[config.mk]
export PLATFORM = sky130hd
export DESIGN_NAME = lfsr_draw_arbiter
export DESIGN_NICKNAME = d
export VERILOG_FILES = /design/src/rtl/lfsr_draw_arbiter.sv
export SDC_FILE = /design/constraint.sdc
export NUM_CORES = 1
export LEC_CHECK = 0
export CORE_MARGIN = 2
export CORE_UTILIZATION = 46
export DETAILED_ROUTE_END_ITERATION = 6
export PLACE_DENSITY = 0.86
export SYNTH_ARGS = -nofsm -noshare
export SYNTH_HDL_FRONTEND = slang
export SYNTH_SLANG_ARGS = --single-unit
[constraint.sdc]
create_clock -name clk -period 1.45 [get_ports clk]
set_input_delay 0.2175 -clock clk [delete_from_list [all_inputs] [get_ports clk]]
set_output_delay 0.2175 -clock clk [all_outputs]
set_load 0.1 [all_outputs]
[src/rtl/lfsr_draw_arbiter.sv]
// Round-robin arbiter sharing one 16-bit Galois LFSR (mask 16'hB400) among NREQ requesters, with warm-up and seed load.
// Latency: req sampled -> registered ack/rnd_data one cycle later; at most one draw per cycle.
// Backpressure: req is level-held until ack; requests are ignored (kept pending) while busy. Optional: REPEAT_CHECK_EN.
module lfsr_draw_arbiter #(
    parameter int          NREQ          = 4,
    parameter logic [15:0] SEED          = 16'hACE1,
    parameter int          WARMUP_CYCLES = 4,
    localparam int         IDW           = (NREQ > 1) ? $clog2(NREQ) : 1
) (
    input  logic            clk,
    input  logic            rst,
    input  logic [NREQ-1:0] req,
    input  logic            seed_load,
    input  logic [15:0]     seed_value,
    output logic [NREQ-1:0] ack,
    output logic [15:0]     rnd_data,
    output logic [IDW-1:0]  gnt_id,
`ifdef REPEAT_CHECK_EN
    output logic            repeat_err,
`endif
    output logic            busy
);

    typedef enum logic {WARM = 1'b0, SERVE = 1'b1} state_t;

    localparam state_t     START_STATE = (WARMUP_CYCLES > 0) ? WARM : SERVE;
    localparam logic       START_BUSY  = (WARMUP_CYCLES > 0);
    localparam logic [7:0] WARM_LAST   = 8'((WARMUP_CYCLES > 0) ? WARMUP_CYCLES - 1 : 0);

    function automatic logic [15:0] lfsr_step(input logic [15:0] s);
        return s[0] ? ((s >> 1) ^ 16'hB400) : (s >> 1);
    endfunction

    state_t            state_q;
    logic [7:0]        cnt_q;
    logic [15:0]       lfsr_q;
    logic [IDW-1:0]    ptr_q;
    logic [NREQ-1:0]   ack_q;
    logic [15:0]       rnd_q;
    logic [IDW-1:0]    gnt_q;
    logic              busy_q;
`ifdef REPEAT_CHECK_EN
    logic [15:0]       prev_q;
    logic              rep_err_q;
`endif

    logic [15:0]       lfsr_d;
    logic [15:0]       seed_d;
    logic              hit;
    logic [IDW-1:0]    hit_idx;
    logic [NREQ-1:0]   grant_oh;

    assign lfsr_d = lfsr_step(lfsr_q);
    // A zero seed would lock the LFSR at zero forever.
    assign seed_d = (seed_value == 16'h0000) ? SEED : seed_value;

    always_comb begin
        int             j;
        logic [IDW-1:0] idx;
        hit      = 1'b0;
        hit_idx  = '0;
        grant_oh = '0;
        j        = 0;
        idx      = '0;
        for (int i = 0; i < NREQ; i++) begin
            j   = (int'(ptr_q) + 1 + i) % NREQ;
            idx = IDW'(j);
            if (!hit && req[idx]) begin
                hit     = 1'b1;
                hit_idx = idx;
            end
        end
        grant_oh[hit_idx] = hit;
    end

    always_ff @(posedge clk or negedge rst) begin
        if (!rst) begin
            state_q   <= START_STATE;
            cnt_q     <= '0;
            lfsr_q    <= SEED;
            ptr_q     <= IDW'(NREQ - 1);
            ack_q     <= '0;
            rnd_q     <= '0;
            gnt_q     <= '0;
            busy_q    <= START_BUSY;
`ifdef REPEAT_CHECK_EN
            prev_q    <= '0;
            rep_err_q <= 1'b0;
`endif
        end else begin
            ack_q <= '0;
            if (seed_load) begin
                lfsr_q    <= seed_d;
                cnt_q     <= '0;
                state_q   <= START_STATE;
                busy_q    <= START_BUSY;
`ifdef REPEAT_CHECK_EN
                prev_q    <= '0;
                rep_err_q <= 1'b0;
`endif
            end else begin
                case (state_q)
                    WARM: begin
                        lfsr_q <= lfsr_d;
                        if (cnt_q == WARM_LAST) begin
                            cnt_q   <= '0;
                            state_q <= SERVE;
                            busy_q  <= 1'b0;
                        end else begin
                            cnt_q <= cnt_q + 8'd1;
                        end
                    end
                    SERVE: begin
                        if (hit) begin
                            lfsr_q <= lfsr_d;
                            ack_q  <= grant_oh;
                            gnt_q  <= hit_idx;
                            rnd_q  <= lfsr_d;
                            ptr_q  <= hit_idx;
`ifdef REPEAT_CHECK_EN
                            prev_q <= lfsr_d;
                            if (lfsr_d == prev_q) begin
                                rep_err_q <= 1'b1;
                            end
`endif
                        end
                    end
                    default: state_q <= SERVE;
                endcase
            end
        end
    end

    assign ack      = ack_q;
    assign rnd_data = rnd_q;
    assign gnt_id   = gnt_q;
    assign busy     = busy_q;
`ifdef REPEAT_CHECK_EN
    assign repeat_err = rep_err_q;
`endif

endmodule

==> results of run 1 <==
[final timing paths]
kind	from	to	slack, ps	cells past startpoint
max in group asynchronous	rst	lfsr_q[11]$_DFFE_PN1P_	740	3
hold reg to reg	lfsr_q[13]$_DFFE_PN1P_	lfsr_q[13]$_DFFE_PN1P_	490	2
hold / removal	seed_value[14]	lfsr_q[14]$_DFFE_PN0P_	220	3
setup reg to reg	ptr_q[1]$_DFFE_PN1P_	ack[0]$_DFF_PN0_	-10	5
min in group asynchronous	rst	rnd_data[3]$_DFFE_PN0P_	420	3
setup / recovery	seed_value[10]	lfsr_q[13]$_DFFE_PN1P_	-20	6
[logic make-up after synthesis]
family / after synthesis / synth area share
XOR/XNOR: 10 / 0.0391
multiplexers: 10 / 0.0447
AND/OR/NAND/NOR: 110 / 0.220
buffers and inverters: 13 / 0.0229
AO/OA/AOI/OAI: 37 / 0.102
flip-flops: 50 / 0.565
adder cells (fa/ha/maj): 1 / 0.00559
[power breakdown]
group | internal (mW) | leakage [nW] | switching (mW) | total [mW]
Sequential | 1.80 | 0.613 | 0.368 | 2.16
Clock | 0.384 | 0.0472 | 0.450 | 0.834
Combinational | 1.41 | 0.967 | 2.44 | 3.85
[metrics by stage]
stage,cell area [um2],setup slack (ps)
after floorplan,2250,-101
after global placement,3220,-568
after detailed placement,3220,-650
after CTS,3440,1.81
after global routing,3500,-86.9
final,3500,-23.8
[layout make-up]
class,instances,share of cell area
clock buffer,6,0.0236
clock inverter,2,0.00358
inverter,2,0.00215
multi-input combinational,168,0.291
sequential,50,0.362
tap,54,0.0193
timing repair buffer,82,0.299
[worst reg2reg max path, cell delays in order (launching register included)]
cell and delay (ps):
dfstp_2 600, mux2i_1 250, o22ai_1 120, a21oi_1 140
buf_4 160, and3_1 140
[sequential cells by signal, indices dropped and copies added (netlist names)]
name,flops
lfsr_q,16
state_q,1
busy,1
rnd_data,16
cnt_q,8
gnt_id,2
ptr_q,2
ack,4
[metal layers]
metal | GRT usage | up-vias
met2 | 0.406 | 73
met1 | 0.284 | 971
met4 | 0.0828 | 0
li1 | - | 933
met3 | 0.0549 | 10
met5 | 0 | -
[synthesized netlist by cell type, drive strengths merged, types with 3 or more instances]
cell | number | area, um2
nor3 | 3 | 15.0
a21oi | 5 | 25.0
or4 | 5 | 45.0
o21ai | 18 | 90.1
xnor2 | 3 | 26.3
nor2 | 14 | 52.6
nor2b | 3 | 18.8
dfrtp | 39 | 976
buf | 3 | 13.8
mux2i | 10 | 100
dfstp | 11 | 289
xor2 | 7 | 61.3
nand2 | 70 | 263
o22ai | 9 | 56.3
clkbuf | 8 | 30.0
nand2b | 3 | 18.8
[timing repair]
item	in CTS	in global routing
setup endpoints to repair	47	22
pin swaps	13	13
buffers inserted	2	1
resized for setup	61	16
cloned	3	0
endpoints found under the hold margin	39	0
hold buffers	1	0
==> impl_results.md, run 1 <==
* Clock latency on the worst-skew pair at 300 ps
* Fraction of layout cells with a size suffix above 1 at 0.345
* Drt pass-1 iters at 5
* Number of global-route vias before repair at 2,056
* Ys flop type: dfrtp_1
* PwrDens at 1960 mW/mm2
* DR WL/cell at 16.1 um
* Ys async rst share at 1.00
* Overall Power at 6.85 mW
* Num CTS Buffers at 5
* Nets@finish at 333
* MaxCap Viol Count at 0
* Longest Clk Path Bufs at 2
* Most frequent cells in the layout: 70 x nand2_1, 39 x dfrtp_1, 27 x buf_12
* Remaining DRCs at 0
* Warnings, synthesis at 0
* Setup ws final at -23.8 ps
* GRT overflow at 0
* Post-synth cell types at 33
* Detail Route met2 WL at 3130 um
* Clock sink count at 50
* Syn Area/Cell at 9.69 um2
* Clk root buf: clkbuf_8
* P_leak at 1.63 nW
* Fin crit period at 1470 ps
* Synthesized instance count at 231
* Metal-1 WL at 2310 um
* Top Layer Used: met4
* Via count at 1,987
* Setup tns final at -34.2 ps
* Drt total wl at 5850 um
* Final worst-path cycle share at 1.02
* I/O pin count at 46
* WHS at 224 ps
* Violated checks: negative setup slack
* First-pass GRT wire length at 9600 um
* Routability Congestion at 0.846
* Initial DRC count at 141
* Number of enable flip-flop cells after synthesis at 0
* Slew @ Worst Pin at 361 ps
* Multi-input logic area at 0.00102 mm2
* Most frequent CP cell: buf_6
* Routed met3 length at 329 um
* Syn Nets at 255
* DP Cell Count at 349
* Post-DRT Antenna Nets at 0
* Largest net degree at the start of global routing at 51
* Die Area at 0.00544 mm2
* Max_slew headroom at 0.756
* Starting Density at 0.477
* Final Hold Viols at 0
* Sequential cell area at 0.00126 mm2
* Initial antenna violation count at 0
* Status: finished with violations
* Most common cell after layout, fill and taps aside: nand2_1
* Die H at 73.8 um
* DP HPWL at 3730 um
* # setup viols final at 3
* Family with the most delay on the worst path: compound AO/OA/AOI/OAI gates
* IO buf count at 45
* Arrival @ worst endpoint at 1710 ps
* Max VDD drop at 1.80 mV
* Die width at 73.8 um
* Antenna Cells at 0
* CP max FO at 5
* Worst-path cell chain: buf_6 -> or4_4 -> o41ai_4 -> buf_6 -> o22ai_2 -> o21ai_1
* Min-Delay Path Class: in -> reg
* Worst setup EP type: flip-flop
* CP Launch Type: input pin
* Critical path class: in -> reg
* CTS H-Tree Depth at 2
* Synthesized area at 0.00224 mm2
* # rows at 25
* Synth-to-Final Area Change at 56.2%
* CTS tree: built
* Max Freq at 0.678 GHz
* Unrepaired setup endpoints after global routing: true
* Clk slew on worst S/H paths at 80 ps
* Seq cells post-synth at 50
* CORE AREA at 0.00469 mm2
* Finished Layout Cells at 364
* Final Core Density at 0.745
* Crit path buffers/inverters at 2
* CP max stage delay at 540 ps
* # fillers at 283
* Vias per cell at 5.46
* GRT Resource Usage Total at 0.234
* Final max-slew violation count at 0
* WP data required at 1680 ps
* Max Clock Skew at 9.29 ps
* Critical path's slowest cell: or4_4
* Sequential area share after synthesis at 0.565
(Power assumes the default switching activity.)
==> run 2: changes to the inputs <==
RECOVER_POWER = 100   (was not set)
TNS_END_PERCENT = 1   (was not set)
==> run 2 against run 1 <==
The run now ends clean. Critical path depth is the same. Global-route usage down 2.1 points. Fmax grew 2.7%. Sequential power decreased by 6%. Clock-buffer cell count unchanged. Combinational power fell by 19%. Worst hold slack got worse by 7.9 ps. Utilization decreased by 9.4 points. Register-to-register slack better by 80 ps. Clock skew shrank 1.1 ps. Via count decreased by 3.1%. Critical path type unchanged. Largest power group unchanged.
==> impl_results.md, run 2 (synthesis gave the netlist of run 1 again) <==
* Remaining DRCs at 0 (unchanged)
* Max_slew headroom at 0.561 (-0.195)
* R2R setup slack at 70 ps (+80 ps)
* Most frequent cells in the layout: 70 x nand2_1, 39 x dfrtp_1, 30 x buf_4
* Worst setup path startpoint: seed_value[5]
* Fraction of layout cells with a size suffix above 1 at 0.346 (+0.00112)
* CP max FO at 5 (unchanged)
* Final worst-path cycle share at 0.990 (-0.0263)
* Most common cell after layout, fill and taps aside: nand2_1
* Setup tns final at 0 ps (+34.2 ps)
* Vias per cell at 5.30 (-2.9%)
* Clk slew on worst S/H paths at 90 ps (about the same)
* Post-DRT Antenna Nets at 0 (unchanged)
* Drt pass-1 iters at 4 (-1)
* Crit path to: lfsr_q[13]$_DFFE_PN1P_
* Worst setup EP type: flip-flop
* Antenna Cells at 0 (unchanged)
* Max Freq at 0.696 GHz (+2.7%)
* Final Hold Viols at 0 (unchanged)
* Synth-to-Final Area Change at 36.6%
* DR WL/cell at 14.4 um (-10%)
* Final Core Density at 0.651 (-0.0939)
* # setup viols final at 0 (-3)
* Slew @ Worst Pin at 659 ps (+298 ps)
* Via count at 1,925 (-3.1%)
* Grt met2 use at 0.361 (-0.0446)
* R2r startpoint: ptr_q[1]$_DFFE_PN1P_
* Worst slack at placement at -643 ps (+6.42 ps)
* Die H at 73.8 um (unchanged)
* Die Area at 0.00544 mm2 (unchanged)
* CTS tree: built
* I/O pin count at 46 (unchanged)
* GRT busiest layer: met2
* Longest Clk Path Bufs at 2 (unchanged)
* Initial antenna violation count at 0 (unchanged)
* CORE AREA at 0.00469 mm2 (unchanged)
* Critical R2R Capture: ack[0]$_DFF_PN0_
* Nets@finish at 333 (unchanged)
* Num CTS Buffers at 5 (unchanged)
* Setup ws final at 14.2 ps (+38.1 ps)
* CP Launch Type: input pin
* Status: completed
* Met3 Use GR at 0.0425 (-0.0123)
* GRT Resource Usage Total at 0.213 (-0.0214)
* MaxCap Viol Count at 0 (unchanged)
* PwrDens at 2010 mW/mm2 (+2.7%)
* First-pass GRT wire length at 8910 um (-7.1%)
* # rows at 25 (unchanged)
* Die width at 73.8 um (unchanged)
* Worst hold stages at 3 (unchanged)
* Largest net degree at the start of global routing at 51 (unchanged)
* Initial DRC count at 134 (-5.0%)
* Finished Layout Cells at 363 (-0.27%)
* Number of global-route vias before repair at 2,025 (-1.5%)
* GR Util met1 at 0.275 (-0.00934)
* P_leak at 1.49 nW (-8.3%)
* Clk root buf: clkbuf_8
* Final max-slew violation count at 0 (unchanged)
* Max Clock Skew at 8.15 ps (-1.14 ps)
* DP Cell Count at 353 (+1.1%)
* CTS H-Tree Depth at 2 (unchanged)
* Starting Density at 0.477 (unchanged)
* Path depth of the worst reg2reg path at 5 (unchanged)
* Arrival @ worst endpoint at 1670 ps (-40 ps)
* WP data required at 1690 ps (about the same)
* Routability Congestion at 0.860 (+1.6%)
* Unrepaired setup endpoints after global routing: true
* Critical path class: in -> reg
* DP HPWL at 3720 um (about the same)
* Fin crit period at 1440 ps (-38.1 ps)
* Drt total wl at 5240 um (-10%)
* IO buf count at 45 (unchanged)
* Overall Power at 6.15 mW (-10%)
* Clock sink count at 50 (unchanged)
* Max VDD drop at 1.20 mV (-34%)
* GRT overflow at 0 (unchanged)
* Min-Delay Path Class: in -> reg
* Clock latency on the worst-skew pair at 300 ps (about the same)
[run 2: power breakdown]
group / switching, mW / internal (mW)
clock network: 0.446 / 0.552
logic: 2.42 / 0.714
registers: 0.226 / 1.79
total: 3.09 / 3.06
[run 2: worst min-delay path by stage]
stage / from / endpoint
after floorplan: rst / ack[0]$_DFF_PN0_
after global placement: rst / gnt_id[1]$_DFFE_PN0P_
after detailed placement: rst / ack[0]$_DFF_PN0_
after CTS: seed_value[15] / lfsr_q[15]$_DFFE_PN1P_
after global routing: seed_value[6] / lfsr_q[6]$_DFFE_PN1P_
final: seed_value[15] / lfsr_q[15]$_DFFE_PN1P_
[run 2: area by class of cell]
cell class / count / area (um2)
timing repair buffer: 82 / 618
tap: 54 / 67.6
inverter: 2 / 7.51
fill: 354 / 1640
multi-input combinational: 168 / 986
clock inverter: 1 / 30.0
sequential: 50 / 1260
clock buffer: 6 / 82.6
[run 2: per-layer routing]
layer / vias to the layer above / part of all wire
met5: - / 0
met4: 0 / 0.012
met3: 8 / 0.040
met2: 45 / 0.51
met1: 937 / 0.44
li1: 935 / -
[run 2: metrics by stage]
| stage | hold slack (ps) | area (um2) |
|---|---|---|
| 2_1_floorplan | -78.1 | 2240 |
| 3_3_place_gp | 224 | 3230 |
| 3_5_place_dp | 226 | 3230 |
| 4_1_cts | 203 | 3370 |
| 5_1_grt | 231 | 3060 |
| 6_report | 216 | 3060 |
[run 2: what timing repair did]
action	CTS	global route
gates resized for setup	47	19
hold buffers	1	0
pin swaps	8	9
buffers inserted	0	2
endpoints found under the setup margin	47	33
endpoints found under the hold margin	39	0
[run 2: worst max-delay path, stage by stage]
cell,delay (ps)
clkbuf_2,90
or4_4,550
o41ai_4,380
buf_4,210
o22ai_2,70
o21ai_1,150
==> edit 1 (flow settings as in run 1) <==
Make the reset (`rst`) synchronous in one clocked block.
--- a/src/rtl/lfsr_draw_arbiter.sv
+++ b/src/rtl/lfsr_draw_arbiter.sv
@@ -74,5 +74,5 @@
     end
 
-    always_ff @(posedge clk or negedge rst) begin
+    always_ff @(posedge clk) begin
         if (!rst) begin
             state_q   <= START_STATE;
Function: no difference found for any inputs over 4 cycles, from zero or initial values and one cycle with rst low; that may be too few to reach the edited logic, so the function may still have changed.
==> edit 1 against run 1 <==
Cell area is 7.6% lower. Sequential cell count stayed put. Count of clock-buffer cells in the layout stayed put. Worst hold slack better by 0.023 ns. Wire length is 6.1% lower. Critical path depth is 1 higher. Area after synthesis is 4.3% lower. Worst setup slack better by 0.078 ns.
Power is not compared: it rests on default switching activity, and its combinational part moved more than twofold at a synthesized area within 25%.
==> edit 1: results (changes against run 1) <==
Synth
  – Net count after synthesis: 263 (was 255)
  – Count of different cell masters after synthesis: 35 (was 33)
  – Share of synthesized registers carrying an async set or reset: 0% (was 100%)
  – Fraction of synthesized cell area in xor and xnor cells: 4.09% (was 3.91%)
  – Compound-gate portion of the synthesized area: 17.9% (was 10.2%)
  – Most numerous cell types in the synthesized netlist: sky130_fd_sc_hd__nand2_1 (53), sky130_fd_sc_hd__dfxtp_1 (50), sky130_fd_sc_hd__nor2_1 (14) (was sky130_fd_sc_hd__nand2_1 (70), sky130_fd_sc_hd__dfrtp_1 (39), sky130_fd_sc_hd__nor2_1 (14))
  – Synth top area cells: sky130_fd_sc_hd__dfxtp_1 (47%), sky130_fd_sc_hd__nand2_1 (9.3%), sky130_fd_sc_hd__mux2i_1 (4.2%) (was sky130_fd_sc_hd__dfrtp_1 (44%), sky130_fd_sc_hd__dfstp_2 (13%), sky130_fd_sc_hd__nand2_1 (12%))
  – Mean area per synthesized cell: 8.96 µm² (was 9.69 µm²)
  – Share of synthesized area spent on multiplexers: 4.21% (was 4.47%)

Route
  – Initial DRT Pass Iterations: 4 (was 5)
  – Via-per-instance ratio: 5.53 (was 5.46)
  – Post-route met1 wirelength: 2.34 mm (was 2.31 mm)
  – Met3 wire length: 281 µm (was 329 µm)
  – Wire length per cell after detailed routing: 15.2 µm (was 16.1 µm)
  – Total met2 wirelength after detailed routing: 2.78 mm (was 3.13 mm)
  – Number of vias after detailed routing: 1997 (was 1987)

Outcome
  – Run status: finished, final reports clean (was complete, but fails checks)

CTS
  – Number of buffers inserted to repair setup after CTS: 0 (was 2)

Placed design
  – Routability cong.: 0.834 (was 0.846)
  – Post-placement setup slack: -0.618 ns (was -0.650 ns)
  – Area of placed instances: 3060 µm² (was 3220 µm²)
  – Estimated wirelength of the detail-placed design: 3.70 mm (was 3.73 mm)
  – Placed cell count: 352 (was 349)

Global routing
  – Pin count of the biggest net entering global routing: 27 (was 51)
  – Total routing resource utilization after global routing: 21.7% (was 23.4%)

Finish
  – Share of layout cells above drive strength 1: 28.8% (was 34.5%)
  – Multi-input combinational cell area: 1170 µm² (was 1020 µm²)
  – Fin nets: 332 (was 333)
  – # fillers: 287 (was 283)

Worst setup path
  – Critical path peak fanout: 23 (was 5)

STA
  – Worst-Margin Slew: 0.452 ns (was 0.361 ns)

Power
  – Maximum vdd ir drop: approximately 630 µV
==> edit 1: final cells by class <==
| class | instances | share of cell area (%) |
|---|---|---|
| Timing Repair Buffer | 75 | 27.3 |
| Sequential cell | 50 | 31.0 |
| Inverter | 3 | 0.349 |
| Clock buffer | 6 | 2.56 |
| Clock inverter | 2 | 0.387 |
| Multi-Input combinational cell | 173 | 36.4 |
| Tap cell | 52 | 2.01 |
==> edit 1: what timing repair did <==
item                                    in CTS  in global routing
pin swaps                                    9                  7
cloned                                       0                  1
gates resized for setup                     44                 31
endpoints found under the setup margin      43                 42
==> edit 1: worst max-delay path: stages <==
cell	delay, ns
sky130_fd_sc_hd__clkdlybuf4s50_1	0.53
sky130_fd_sc_hd__buf_8	0.24
sky130_fd_sc_hd__nor2b_4	0.08
sky130_fd_sc_hd__nand2_1	0.09
sky130_fd_sc_hd__buf_6	0.21
sky130_fd_sc_hd__o221ai_1	0.17
sky130_fd_sc_hd__nand3_1	0.10
==> edit 1: power by group through the flow <==
stage | Combinational [mW] | Sequential (mW) | Clock, mW
after floorplan | 0.135 | 1.47 | 0
after global placement | 0.276 | 1.47 | 0
after detailed placement | 0.286 | 1.47 | 0
after CTS | 0.284 | 1.44 | 0.847
after global routing | 0.316 | 1.45 | 0.916
final | 0.292 | 1.44 | 0.848
==> edit 1: final timing paths <==
check                     start     endpoint  slack, ns  cells after the start
setup / recovery      seed_load   lfsr_q[11]       0.05                      7
hold / removal    seed_value[5]    lfsr_q[5]       0.25                      3
setup reg to reg        state_q    lfsr_q[3]       0.09                      5
hold reg to reg      lfsr_q[10]  rnd_data[9]       0.49                      2
==> edit 1: metal layers <==
layer	vias to the layer above	global-route usage, %
li1	976	-
met1	944	27.1
met2	67	37.3
met3	10	4.31
met4	0	7.13
met5	-	0
==> edit 1: kinds of logic (layout without fill, tap and decap cells) <==
logic type	count (synthesis)	after routing
compound gates	47	47
mux	9	9
flops	50	50
buf+inv	16	86
fa+ha+maj	1	1
xor+xnor	10	10
simple gates	106	106
==> edit 2 (config.mk and constraints of run 1) <==
Made on the original files. Set the parameter `NREQ` to 8 (it was 4).
--- a/src/rtl/lfsr_draw_arbiter.sv
+++ b/src/rtl/lfsr_draw_arbiter.sv
@@ -3,5 +3,5 @@
 // Backpressure: req is level-held until ack; requests are ignored (kept pending) while busy. Optional: REPEAT_CHECK_EN.
 module lfsr_draw_arbiter #(
-    parameter int          NREQ          = 4,
+    parameter int          NREQ          = 8,
     parameter logic [15:0] SEED          = 16'hACE1,
     parameter int          WARMUP_CYCLES = 4,
Ports: changed (resized ack, gnt_id and req); port bits go from 46 to 55. No check against the original RTL was run, so the function may have changed too.
==> edit 2 against run 1 <==
The run still ends with negative setup slack left. Sequential cell count up 6. Count of clock-buffer cells in the layout down 1. Worst hold slack better by 0.18 ns. Sequential share of layout area down 11 points. Global-route usage up 9.0 points. Cell area up 63%. Wire length rose to 2.5 times the old value. Worst setup slack worse by 1.8 ns. Highest routed layer unchanged. Area after synthesis up 48%.
Power is not shown: default switching activity piles up to over one toggle a cycle in this logic, so the estimate is an artifact.
==> edit 2: results (changes against run 1) <==
Outcome
  – Run status: complete, but fails checks (unchanged)
  – Failing checks: negative setup slack (unchanged)

Placed design
  – Area of placed instances: 4870 µm² (was 3220 µm²)
  – Routability cong.: 0.894 (was 0.846)
  – Port bufs: 54 (was 45)
  – Placed cell count: 516 (was 349)

Synth
  – Synth top area cells: sky130_fd_sc_hd__dfrtp_1 (33%), sky130_fd_sc_hd__dfstp_2 (9.5%), sky130_fd_sc_hd__mux2i_1 (6.9%) (was sky130_fd_sc_hd__dfrtp_1 (44%), sky130_fd_sc_hd__dfstp_2 (13%), sky130_fd_sc_hd__nand2_1 (12%))
  – Post-synthesis cell count: 309 (was 231)
  – Count of different cell masters after synthesis: 62 (was 33)
  – Most numerous cell types in the synthesized netlist: sky130_fd_sc_hd__dfrtp_1 (44), sky130_fd_sc_hd__nand2_1 (37), sky130_fd_sc_hd__o21ai_0 (27) (was sky130_fd_sc_hd__nand2_1 (70), sky130_fd_sc_hd__dfrtp_1 (39), sky130_fd_sc_hd__nor2_1 (14))
  – Net count after synthesis: 338 (was 255)
  – Seq/Total Area, Yosys: 42.7% (was 56.5%)

Route
  – Post-route met1 wirelength: 5.32 mm (was 2.31 mm)
  – Wire length per cell after detailed routing: 26.6 µm (was 16.1 µm)
  – Initial DRT Pass Iterations: 6 (was 5)
  – Total met2 wirelength after detailed routing: 7.18 mm (was 3.13 mm)
  – Drt first-iter violations: 301 (was 141)
  – Met3 wire length: 1.28 mm (was 329 µm)

STA
  – Post-route worst setup slack: -1.80 ns (was -0.0238 ns)
  – Setup-violating endpoint count in the final report: 55 (was 3)
  – Tightest hold margin: 0.407 ns (was 0.224 ns)
  – Remaining max-slew budget at the tightest pin: 63.0% (was 75.6%)
  – Total Neg Setup Slack: -76.54 ns (was -0.0342 ns)

CTS
  – Clock-pin slew of the registers on the worst-case setup and hold paths: 0.11 ns (was 0.08 ns)

Worst setup path
  – Start-to-end type of the worst setup path: reg2reg (was in2reg)
  – Delay-heaviest family, CP: multiplexers (was compound AO/OA/AOI/OAI gates)
  – Delay contributed by the slowest stage of the critical path: 0.58 ns (was 0.54 ns)
  – RR Startpoint: ptr_q[0] (was ptr_q[1])
  – Max stage delay cell, worst path: sky130_fd_sc_hd__dfstp_2 (was sky130_fd_sc_hd__or4_4)
  – Count of cells along the worst register-to-register path: 9 (was 5)
  – Critical path peak fanout: 6 (was 5)
  – CP Capture Point: ack[6] (was lfsr_q[13])

Hold path
  – Min-delay worst type: in2async (was in2reg)

Finish
  – Total non-filler cell area in the finished layout: 5710 µm² (was 3500 µm²)
  – Post-route non-filler standard cell count: 553 (was 364)
  – Antenna diode count: 0 (unchanged)

Global routing
  – Vias in the first global route: 3546 (was 2056)
  – Total routing resource utilization after global routing: 32.4% (was 23.4%)
  – Global-route wire length before repair: 19.1 mm (was 9.60 mm)
  – Routing usage on met2: 54.1% (was 40.6%)
  – Met3 Use GR: 5.26% (was 5.49%)
## edit 2: final cells by class
| cell class | instances | area share [%] |
|---|---|---|
| clock inverter | 3 | 0.460 |
| inverter | 3 | 0.197 |
| sequential | 56 | 24.8 |
| timing repair buffer | 156 | 30.3 |
| tap | 96 | 2.10 |
| clock buffer | 5 | 1.20 |
| multi-input combinational | 234 | 41.0 |
## edit 2: cells by family after synthesis
kind of cell	Yosys count	synth area share, %
and+or+nand+nor	103	17.0
xor gates and xnor gates	11	3.81
adders and majority gates	2	0.754
muxes	51	19.3
DFF	56	42.7
AOI/OAI and AO/OA	66	13.0
buffers and inverters	20	3.43
## edit 2: repair_timing
action / in CTS / in global routing
pin swaps: 22 / 13
setup buffers: 18 / 9
hold buffers: 1 / 0
gates cloned: 4 / 0
endpoints found under the setup margin: 55 / 55
gates resized for setup: 81 / 56
endpoints found under the hold margin: 44 / 0
